--- src/rtl/rxfifo_if.sv ---
// rxfifo_if: valid/ready byte channel between the UART receiver, the rxfifo
// and the command decoder.
//   wdata/wen     : write side, one-cycle strobe per received byte
//   rdata/rvalid  : head entry presented by the FIFO
//   rready        : consumer accepts the head entry
// master = producer/consumer side, slave = FIFO side.
interface rxfifo_if #(
  parameter int unsigned WIDTH = 8
);
  logic [WIDTH-1:0] wdata;
  logic             wen;
  logic [WIDTH-1:0] rdata;
  logic             rvalid;
  logic             rready;

  modport master (output wdata, output wen, output rready,
                  input rdata, input rvalid);
  modport slave  (input wdata, input wen, input rready,
                  output rdata, output rvalid);
endinterface

--- src/rtl/rxfifo.sv ---
// rxfifo: byte-wide first-word-fall-through FIFO absorbing UART receive
// bursts while the command decoder is stalled; flags dropped bytes.
// Optional macro RXFIFO_STATS_EN adds a saturating 16-bit dropped-byte
// counter on port dropcnt.
// Ports:
//   clk, n_rst : clock, asynchronous active-low reset
//   bus        : rxfifo_if.slave (wdata, wen, rdata, rvalid, rready)
//   flush      : synchronous clear of contents
//   count      : entries held, 0..DEPTH
//   empty/full : count == 0 / count == DEPTH
//   overflow   : sticky, a write was dropped; cleared by ovclr
//   ovclr      : clears overflow (and dropcnt)
//   dropcnt    : dropped-byte count (RXFIFO_STATS_EN only)
module rxfifo #(
  parameter int unsigned DEPTH = 16,
  parameter int unsigned WIDTH = 8
) (
  input  logic                       clk,
  input  logic                       n_rst,
  rxfifo_if.slave                    bus,
  input  logic                       flush,
  output logic [$clog2(DEPTH):0]     count,
  output logic                       empty,
  output logic                       full,
  output logic                       overflow,
  input  logic                       ovclr
`ifdef RXFIFO_STATS_EN
  ,
  output logic [15:0]                dropcnt
`endif
);

  localparam int unsigned AW = $clog2(DEPTH);
  localparam int unsigned CW = AW + 1;

  logic [WIDTH-1:0] mem [DEPTH];
  logic [AW-1:0]    wp;
  logic [AW-1:0]    rp;
  logic             pop;
  logic             push;
  logic             drop;

  assign empty      = (count == CW'(0));
  assign full       = (count == CW'(DEPTH));
  assign bus.rvalid = !empty;
  assign bus.rdata  = empty ? '0 : mem[rp];

  // Flush wins over everything; a pop frees the slot a full-FIFO write needs.
  assign pop  = !flush && !empty && bus.rready;
  assign push = !flush && bus.wen && (!full || pop);
  assign drop = !flush && bus.wen && full && !pop;

  // Storage array, intentionally not reset.
  always_ff @(posedge clk) begin
    if (push) mem[wp] <= bus.wdata;
  end

  // Pointers and occupancy.
  always_ff @(posedge clk or negedge n_rst) begin
    if (!n_rst) begin
      wp    <= '0;
      rp    <= '0;
      count <= '0;
    end else if (flush) begin
      wp    <= '0;
      rp    <= '0;
      count <= '0;
    end else begin
      if (push) wp <= wp + AW'(1);
      if (pop)  rp <= rp + AW'(1);
      if (push && !pop)      count <= count + CW'(1);
      else if (pop && !push) count <= count - CW'(1);
    end
  end

  // Sticky overflow; a drop in the same cycle as ovclr wins.
  always_ff @(posedge clk or negedge n_rst) begin
    if (!n_rst)     overflow <= 1'b0;
    else if (drop)  overflow <= 1'b1;
    else if (ovclr) overflow <= 1'b0;
  end

`ifdef RXFIFO_STATS_EN
  // Saturating dropped-byte counter; a drop during ovclr restarts at 1.
  always_ff @(posedge clk or negedge n_rst) begin
    if (!n_rst) begin
      dropcnt <= '0;
    end else if (drop) begin
      if (ovclr)                       dropcnt <= 16'd1;
      else if (dropcnt != 16'hFFFF)    dropcnt <= dropcnt + 16'd1;
    end else if (ovclr) begin
      dropcnt <= '0;
    end
  end
`endif

endmodule

--- src/flat_wrapper.sv ---
// flat-port wrapper written by rule: the top's interface ports become plain ports
module rxfifo_flat 
#(
  parameter int unsigned DEPTH = 16,
  parameter int unsigned WIDTH = 8
)
  (clk, n_rst, flush, count, empty, full, overflow, ovclr, bus_wdata, bus_wen, bus_rready, bus_rdata, bus_rvalid);
  rxfifo_if #(.WIDTH(WIDTH)) bus_i ();
  input  logic clk;
  input  logic n_rst;
  input  logic flush;
  output logic [$clog2(DEPTH):0] count;
  output logic empty;
  output logic full;
  output logic overflow;
  input  logic ovclr;
  input wire logic [$bits(bus_i.wdata)-1:0] bus_wdata;
  input wire logic [$bits(bus_i.wen)-1:0] bus_wen;
  input wire logic [$bits(bus_i.rready)-1:0] bus_rready;
  output wire logic [$bits(bus_i.rdata)-1:0] bus_rdata;
  output wire logic [$bits(bus_i.rvalid)-1:0] bus_rvalid;
  assign bus_i.wdata = bus_wdata;
  assign bus_i.wen = bus_wen;
  assign bus_i.rready = bus_rready;
  assign bus_rdata = bus_i.rdata;
  assign bus_rvalid = bus_i.rvalid;
  rxfifo #(.DEPTH(DEPTH), .WIDTH(WIDTH)) u_core (.clk(clk), .n_rst(n_rst), .bus(bus_i), .flush(flush), .count(count), .empty(empty), .full(full), .overflow(overflow), .ovclr(ovclr));
endmodule
--- config.mk ---
export PLATFORM = sky130hd
export DESIGN_NAME = rxfifo_flat
export DESIGN_NICKNAME = d
export VERILOG_FILES = /design/src/rtl/rxfifo_if.sv /design/src/rtl/rxfifo.sv /design/src/flat_wrapper.sv
export SDC_FILE = /design/constraint.sdc
export NUM_CORES = 1
export LEC_CHECK = 0
export CAP_MARGIN = 20
export CORE_MARGIN = 8
export CORE_UTILIZATION = 55
export CTS_BUF_LIST = sky130_fd_sc_hd__clkbuf_4 sky130_fd_sc_hd__clkbuf_8
export DETAILED_ROUTE_END_ITERATION = 10
export GPL_TIMING_DRIVEN = 0
export PLACE_DENSITY = 0.74
export SYNTH_ARGS = -nofsm -noshare
export SYNTH_HDL_FRONTEND = slang
export SYNTH_SLANG_ARGS = --single-unit
--- constraint.sdc ---
create_clock -name clk -period 3.4 [get_ports clk]
set_input_delay 0.68 -clock clk [delete_from_list [all_inputs] [get_ports clk]]
set_output_delay 0.68 -clock clk [all_outputs]
set_load 0.01 [all_outputs]
# Word level (Yosys, flattened, before mapping)
# Memory sizes are Yosys's and may differ from the RTL's.
# Index checks and enable logic that the tools add are counted.
[totals] reg_bits=14 ram_bits=128 input_bits=14 out_inout_bits=17 elab_cells=41 memories=1
[mem_list] memory="u_core.mem" depth=16 word_bits=8 read_ports=1 rd_ports_with_merged_regs=0 write_ports=1 line="rxfifo.sv:36" rtl="logic [WIDTH-1:0] mem [DEPTH];"
[classes] add_sub_neg=4 eq_ne=1 mux=12 n_reduce_logical=19
[ops] cell="4-bit two-way mux" count=4
[ops] cell="5-bit two-way mux" count=3
[ops] cell="4-bit by 1-bit adder with 4-bit output, second input constant" count=2
[ops] cell="1-bit logical AND" count=8
[ops] cell="8-bit two-way mux" count=1
[ops] cell="2-bit nonzero test" count=3
[ops] cell="5-bit by 1-bit adder with 5-bit output, second input constant" count=1
[ops] cell="5-bit equality test, second input constant" count=1
[ops] cell="1-bit logical NOT" count=5
[ops] cell="5-bit logical NOT" count=1
[ops] cell="5-bit by 1-bit subtractor with 5-bit output, second input constant" count=1
[ops] cell="1-bit two-way mux" count=4
[ops] cell="3-bit nonzero test" count=1
[ops] cell="1-bit logical OR" count=1

# Longest topological paths before layout
# Gate-level depths: netlist of the first run.
[logic_depth] depth_word=11 depth_mapped=9 depth_no_buf=8

# Least setup slack after synthesis of the first run
# Ideal clock, no wire load.
[synth_path] path_type="input to register" startpoint="input bus_rready" endpoint="register u_core.count[4]" setup_time_ns=0.094 t_arrival_ns=3.049 slack_ns=0.257 stages=9 n_path_buf=1 cell_sequence="clkbuf_1 -> inv_1 -> a31oi_1 -> o21ai_0 -> fa_1 -> a21o_1 -> a21oi_1 -> mux2_2 -> a211oi_1"
[synth_via] elab_chain_len=6
[synth_rtl] element="from (decl)" line="flat_wrapper.sv:19" rtl="input wire logic [$bits(bus_i.rready)-1:0] bus_rready;"
[synth_rtl] element="1-bit logical AND *" line="rxfifo.sv:49" rtl="assign pop = !flush && !empty && bus.rready;"
[synth_rtl] element="1-bit logical OR" line="rxfifo.sv:50" rtl="assign push = !flush && bus.wen && (!full || pop);"
[synth_rtl] element="1-bit logical AND" line="rxfifo.sv:50"
[synth_rtl] element="1-bit logical AND / 1-bit logical NOT (equally long branches)" line="rxfifo.sv:71, rxfifo.sv:72"
[synth_rtl] element="5-bit two-way mux / 1-bit logical AND (equally long branches)" line="rxfifo.sv:71, rxfifo.sv:72"
[synth_rtl] element="5-bit two-way mux / 3-bit nonzero test (equally long branches)"
[synth_rtl] element="to (signal assigned)" line="rxfifo.sv:71" rtl="if (push && !pop) count <= count + CW'(1);"
[synth_rtl] element="to (signal assigned)" line="rxfifo.sv:72" rtl="else if (pop && !push) count <= count - CW'(1);"
[synth_rtl] element="to (decl)" line="rxfifo.sv:22" rtl="output logic [$clog2(DEPTH):0] count,"
# Mark *: on every way between the ends. The rest lies on a longest branch, timed or not.
# A chain may end at the register's enable or synchronous reset.

# Worst setup path in the final report of the first run
[layout_path] startpoint="register u_core.rp[0]" endpoint="output bus_rdata[5]"
[layout_via] elab_chain_len=2
[layout_rtl] element="from (decl)" line="rxfifo.sv:38" rtl="logic [AW-1:0] rp;"
[layout_rtl] element="from (signal assigned)" line="rxfifo.sv:70" rtl="if (pop) rp <= rp + AW'(1);"
[layout_rtl] element="memory read 16 x 8 bit"
[layout_rtl] element="8-bit two-way mux" line="rxfifo.sv:46" rtl="assign bus.rdata = empty ? '0 : mem[rp];"
[layout_rtl] element="to (decl)" line="flat_wrapper.sv:20" rtl="output wire logic [$bits(bus_i.rdata)-1:0] bus_rdata;"
# Every way passes these cells.

==> results of run 1 <==
## per-stage QoR
step	power, mW	hold WS, ns	cell area [µm²]
6_report	4.41	0.532	6850
5_1_grt	4.59	0.560	6850
4_1_cts	4.41	0.533	6820
3_5_place_dp	3.17	0.515	6420
3_3_place_gp	3.15	0.496	6390
2_1_floorplan	2.75	0.384	5930
## synth_stat cells, drive strengths merged, types with 2 or more instances
| cell type | n |
|---|---|
| mux2i | 2 |
| mux2 | 4 |
| buf | 5 |
| nor2b | 9 |
| nor3 | 7 |
| o21a | 2 |
| nand2 | 7 |
| xor2 | 3 |
| dfrtp | 14 |
| o31ai | 2 |
| nand3 | 4 |
| and2 | 9 |
| and3 | 7 |
| edfxtp | 128 |
| a211o | 2 |
| ha | 9 |
| a21oi | 3 |
| mux4 | 40 |
| o21ai | 4 |
| clkbuf | 12 |
| nor2 | 10 |
| inv | 9 |
## worst paths after layout
kind | startpoint | to | slack [ns] | cells past startpoint
min in group asynchronous | n_rst | u_core.count[4]$_DFFE_PN0P_ | 0.67 | 1
worst min register to register | u_core.overflow$_DFFE_PN0P_ | u_core.overflow$_DFFE_PN0P_ | 0.53 | 1
worst max-delay path | u_core.rp[0]$_DFFE_PN0P_ | bus_rdata[5] | 0.11 | 6
worst max register to register | u_core.count[0]$_DFFE_PN0P_ | u_core.count[4]$_DFFE_PN0P_ | 0.11 | 9
worst min-delay path | u_core.overflow$_DFFE_PN0P_ | u_core.overflow$_DFFE_PN0P_ | 0.53 | 1
max in group asynchronous | n_rst | u_core.rp[1]$_DFFE_PN0P_ | 2.23 | 1
## sequential cells by signal (all words and copies together), names as in the netlist
| signal | count |
|---|---|
| u_core.wp | 4 |
| u_core.overflow | 1 |
| u_core.mem | 128 |
| u_core.rp | 4 |
| u_core.count | 5 |
## power by group
group          internal [mW]  switching (mW)
Combinational          0.601           0.538
Sequential              1.95          0.0549
Clock                  0.653           0.612
Total                   3.21            1.21
## what timing repair did
item	4_1_cts	5_1_grt
gates resized for setup	20	3
endpoints found under the setup margin	11	6
buffers inserted	0	2
pin swaps	0	1
## cells by family after synthesis
| kind of cell | count (synthesis) | share of synthesized area (%) |
|---|---|---|
| muxes | 46 | 16.3 |
| buffers and inverters | 26 | 2.15 |
| xor gates and xnor gates | 4 | 0.591 |
| adders and majority gates | 10 | 2.24 |
| and+or+nand+nor | 57 | 5.23 |
| DFF | 142 | 70.7 |
| AOI/OAI and AO/OA | 22 | 2.76 |
## metal layers
metal / up-vias / track usage [%] / routed length [µm] / share of wire, %
met3: 14 / 3.66 / 455 / 4.0
li1: 1340 / - / - / -
met1: 1555 / 21.5 / 4910 / 43
met5: - / 0 / 0 / 0
met4: 0 / 8.04 / 197 / 1.7
met2: 67 / 26.1 / 5770 / 51
## area by class of cell
type / count / share of cell area, %
plain buffers: 16 / 1.75
clock buffers: 19 / 3.64
clock inverters: 12 / 1.79
inverters: 9 / 0.493
multi-input cells: 139 / 23.8
flip-flops and latches: 142 / 61.3
well taps: 140 / 2.56
repair buffers: 35 / 4.75
## layout by cell type, fill, tap and decap left out, types with 8 or more instances in the layout
cell type / Yosys / final
and2_1: 9 / 9
clkbuf_1: 12 / 8
clkbuf_8: 0 / 17
clkdlybuf4s50_1: 0 / 21
dfrtp_1: 14 / 13
dlygate4sd2_1: 0 / 8
edfxtp_1: 128 / 128
ha_1: 9 / 9
inv_1: 9 / 9
mux4_2: 40 / 40
nor2_1: 10 / 9
nor2b_1: 9 / 9
==> impl_results.md, run 1 <==
- Synth area leader: edfxtp_1
- Max clock buf depth: 2
- Area grow syn2layout: 15.5%
- Antenna Nets Post-Route: 0
- Setup Skew: 0.0107 ns
- Final setup viols: 0
- Row cnt: 38
- WP data required: 2.72 ns
- Total Wirelength: 11300 µm
- CP max stage cell: mux4_2
- Most frequent CP cell: mux4_2
- # Max-Cap Violations: 0
- Worst skew pair latency: 0.44 ns
- ANT cells: 0
- Fmax: 0.304 GHz
- Outcome: finished clean
- Mapped cell area: 5930 µm²
- Minimum clock period: 3.29 ns
- Max Slew Vio Count: 0
- Top Ports: 31
- DP Cell Count: 480
- Worst-Margin Slew: 0.840 ns
- Warnings from Yosys: 0
- Routed len/inst: 22.1 µm
- CTS Buf Count: 17
- Multi-input logic area: 1630 µm²
- Final Hold Viols: 0
- Worst path max stage delay: 0.55 ns
- GRT Util Overall: 16.5%
- Mean post-synth cell area: 19.3 µm²
- CTS Hold Bufs: 0
- Post-route DRC: 0
- Grt ovf: 0
- First drt pass iteration count: 4
- CP delay by family, top: multiplexers
- FILL cells: 751
- Cell Pwr Density: 644 nW/µm²
- Register area share after synthesis: 70.7%
- Post-synth cell types: 42
- Clk sinks: 142
- Crit path cell chain: buf_6, buf_12, mux4_2, mux4_2, nor2b_1, dlygate4sd2_1
- HPWL after detailed placement: 7600 µm
- Period utilisation layout: 96.9%
- Syn_nets: 331
- Initial DRC Count: 242
- Startpoint Class: register
- Crit end category: output port
- Crit path buf inv count: 3
- WP data arrival: 2.61 ns
- Final #Nets: 384
- RSZ-0062 raised after global routing: true
- Clock transition at path regs: 0.08 ns
- Die width: 120 µm
- Register area: 4200 µm²
- Worst VDD drop: 0.315 mV
- Worst-path maximum fanout: 10
- Kind of critical path: register to output port
- CTS tree: yes
- Die Y: 120 µm
- Global-route wire length before repair: 17300 µm
- CTS root buf: clkbuf_8
- Cells after Synth: 307
- HP Class: register to register
- Pin count of the biggest net entering global routing: 17
- Vias in the first global route: 2968
- # port buffers: 29
- Asr flop ratio synth: 9.86%
- Top-area cell type share of the netlist area: 64.8%
- Relative slew slack: 44.0%
- Final core occ: 64.0%
- Setup_tns: 0 ns
- Post-synth EDFFs: 128
- Yosys reg bits: 142
- Area of the die: 14400 µm²
- Core ar.: 10700 µm²
- Dominant cells by area after synthesis: edfxtp_1 65%, mux4_2 15%, dfrtp_1 5.9%
- Starting Density: 55.4%
- Non-Filler Instances: 512
- Number of H-tree levels: 4
- Top FF cell, synth: edfxtp_1
- Routability cong.: 0.842
- Final WS setup: 0.105 ns
- Layout cells sized above 1: 23.9%
- DP Worst Slack: -0.485 ns
- Initial antenna violation count: 0
- Vias: 2976
- Leak: 2.28 nW
- Vias per cell: 5.81
(Power assumes the default switching activity.)
==> run 2, diff against run 1 <==
--- a/config.mk
+++ b/config.mk
@@ -9,6 +9,7 @@
 export CORE_MARGIN = 8
 export CORE_UTILIZATION = 55
 export CTS_BUF_LIST = sky130_fd_sc_hd__clkbuf_4 sky130_fd_sc_hd__clkbuf_8
+export CTS_CLUSTER_SIZE = 16
 export DETAILED_ROUTE_END_ITERATION = 10
 export GPL_TIMING_DRIVEN = 0
 export PLACE_DENSITY = 0.74
==> results of run 2 <==
The final DEF is identical to that of run 1; final timing and power are the same.
==> run 3, diff against run 2 <==
--- a/config.mk
+++ b/config.mk
@@ -5,7 +5,6 @@
 export SDC_FILE = /design/constraint.sdc
 export NUM_CORES = 1
 export LEC_CHECK = 0
-export CAP_MARGIN = 20
 export CORE_MARGIN = 8
 export CORE_UTILIZATION = 55
 export CTS_BUF_LIST = sky130_fd_sc_hd__clkbuf_4 sky130_fd_sc_hd__clkbuf_8
==> run 3 against run 2 <==
Compared with the run above: register-to-register slack gained 0.09 ns; critical path type unchanged; setup slack worse by 0.011 ns; count of clock-buffer cells in the layout did not move; first-iteration DRC count down 7.4%; final area is 0.38% higher; sequential power about the same; largest power group unchanged; maximum frequency is 0.33% lower; critical endpoint is now bus_rdata[4]; final cell count shrank 0.78%; combinational power about the same.
==> impl_results.md, run 3 (synthesis results as in run 1) <==
- Outcome: finished clean
- Initial DRC Count: 224 (-7.4%)
- GRT Util Overall: 16.7% (+0.18 points)
- Worst-Margin Slew: 1.29 ns (+0.445 ns)
- R2R depth: 9 (unchanged)
- Row cnt: 38 (unchanged)
- Area grow syn2layout: 15.9%
- RR Endpoint: u_core.count[4]$_DFFE_PN0P_
- Top reg by flops: u_core.mem
- Min-Delay Startpoint: u_core.overflow$_DFFE_PN0P_
- Final setup viols: 0 (unchanged)
- Vias per cell: 5.79 (-0.40%)
- # Max-Cap Violations: 0 (unchanged)
- WP data arrival: 2.63 ns (+0.02 ns)
- Starting Density: 55.4% (unchanged)
- Worst path max stage delay: 0.54 ns (about the same)
- Layout cells sized above 1: 23.6% (-0.28 points)
- HP Class: register to register
- Total Wirelength: 11400 µm (+0.49%)
- Register area: 4200 µm² (unchanged)
- Minimum clock period: 3.31 ns (+0.0110 ns)
- Vias in the first global route: 3006 (+1.3%)
- Min Hold Slack: 0.541 ns (+0.00850 ns)
- CTS Buf Count: 17 (unchanged)
- Routability cong.: 0.842 (unchanged)
- Hold EP: u_core.overflow$_DFFE_PN0P_
- Most frequent CP cell: mux4_2
- Startpoint Class: register
- Final core occ: 64.3% (+0.25 points)
- Most common cell after layout, fill and taps aside: edfxtp_1
- Kind of critical path: register to output port
- Flop2flop setup slack: 0.20 ns (+0.09 ns)
- Crit end category: output port
- Max reg flops: 128 (unchanged)
- Worst VDD drop: 0.302 mV (-4.3%)
- Worst-path maximum fanout: 10 (unchanged)
- Area of the die: 14400 µm² (unchanged)
- Final #Nets: 380 (-1.0%)
- CP delay by family, top: multiplexers
- Worst skew pair latency: 0.44 ns (about the same)
- ANT cells: 0 (unchanged)
- DP Cell Count: 476 (-0.83%)
- Max Slew Vio Count: 0 (unchanged)
- Initial antenna violation count: 0 (unchanged)
- Number of H-tree levels: 4 (unchanged)
- Post-route DRC: 0 (unchanged)
- Relative slew slack: 13.6% (-30 points)
- Antenna Nets Post-Route: 0 (unchanged)
- Pwr Total: 4.57 mW (+3.6%)
- Fmax: 0.302 GHz (-0.33%)
- Crit path cell chain: buf_8, buf_12, mux4_2, mux4_2, nor2b_1, dlygate4sd2_1
- CP max stage cell: mux4_2
- CTS root buf: clkbuf_8
- Top Ports: 31 (unchanged)
- Vias: 2941 (-1.2%)
- First drt pass iteration count: 4 (unchanged)
- HPWL after detailed placement: 7460 µm (-1.9%)
- Clock transition at path regs: 0.07 ns (about the same)
- Period utilisation layout: 97.2% (+0.32 points)
- Biggest regs: u_core.mem x128, u_core.count x5
- Die width: 120 µm (unchanged)
- Global-route wire length before repair: 17300 µm (-0.16%)
- Pin count of the biggest net entering global routing: 17 (unchanged)
- Routed len/inst: 22.4 µm (+1.3%)
- Max clock buf depth: 2 (unchanged)
- Final Hold Viols: 0 (unchanged)
- Clk sinks: 142 (unchanged)
- WP data required: 2.72 ns (about the same)
- FILL cells: 754 (+0.40%)
- Multi-input logic area: 1630 µm² (+0.38%)
- Grt ovf: 0 (unchanged)
- Core ar.: 10700 µm² (unchanged)
- Die Y: 120 µm (unchanged)
- CTS tree: yes
- Hold Path Depth: 1 (unchanged)
- CTS Hold Bufs: 0 (unchanged)
- # port buffers: 29 (unchanged)
- Non-Filler Instances: 508 (-0.78%)
- Setup Skew: 0.00795 ns (-0.00270 ns)
- Cell Pwr Density: 665 nW/µm² (+3.2%)
- Crit path buf inv count: 3 (unchanged)
- Most frequent cells in the layout: 128 x edfxtp_1, 40 x mux4_2, 21 x clkdlybuf4s50_1, 17 x clkbuf_8, 13 x dfrtp_1
- Leak: 2.29 nW (+0.51%)
- Origin of the critical flop-to-flop path: u_core.count[0]$_DFFE_PN0P_
==> run 3: changes by cell type in the layout (fill, tap and decap cells not counted) <==
cell / before / now
buf_4: 6 / 2
buf_6: 1 / 0
buf_8: 0 / 1
bufinv_16: 2 / 4
clkinvlp_4: 6 / 3
fa_1: 1 / 0
fa_2: 0 / 1
inv_6: 0 / 1
o21ai_1: 2 / 1
o21ai_2: 0 / 1
==> run 3: final cells by class <==
| type | instances | share of cell area (%) |
|---|---|---|
| sequential | 142 | 61.0 |
| multi-input combinational | 139 | 23.8 |
| tap | 140 | 2.55 |
| clock buffer | 19 | 3.62 |
| inverter | 9 | 0.491 |
| timing repair buffer | 31 | 4.30 |
| buffer | 16 | 1.80 |
| clock inverter | 12 | 2.46 |
==> run 3: how the worst max path moves through the flow <==
stage	startpoint	to	slack, ns	depth (start not counted)
2_1_floorplan	bus_rready	u_core.count[4]$_DFFE_PN0P_	0.26	9
3_5_place_dp	bus_wen	u_core.count[4]$_DFFE_PN0P_	-0.51	9
5_1_grt	u_core.rp[0]$_DFFE_PN0P_	bus_rdata[5]	-0.004	6
3_3_place_gp	bus_wen	u_core.count[4]$_DFFE_PN0P_	-0.43	9
6_report	u_core.rp[0]$_DFFE_PN0P_	bus_rdata[4]	0.09	6
4_1_cts	u_core.rp[0]$_DFFE_PN0P_	bus_rdata[5]	0.01	6
==> run 3: through the flow <==
| step | TNS (ns) | area (µm²) | worst slack [ns] |
|---|---|---|---|
| after floorplan | 0 | 5930 | 0.257 |
| after global placement | -1.28 | 6390 | -0.428 |
| after detailed placement | -1.51 | 6390 | -0.506 |
| after CTS | 0 | 6840 | 0.0110 |
| after global routing | -0.00353 | 6870 | -0.00353 |
| final | 0 | 6870 | 0.0942 |
==> run 3: report_power, final <==
part	switching, mW	internal, mW	total [mW]	leakage, nW
sequential	0.0575	1.95	2.01	1.34
clock	0.606	0.805	1.41	0.204
combinational	0.542	0.606	1.15	0.749
==> run 3: layer usage <==
layer | up-vias | wire, µm | track usage (%)
met1 | 1524 | 4850 | 21.3
met2 | 72 | 5800 | 25.9
met5 | - | 0 | 0
li1 | 1332 | - | -
met3 | 13 | 513 | 5.54
met4 | 0 | 228 | 7.03
==> run 3: repair_timing <==
action | in CTS | in global routing
gates resized for setup | 21 | 5
setup buffers | 0 | 2
pin swaps | 0 | 1
setup endpoints to repair | 11 | 9
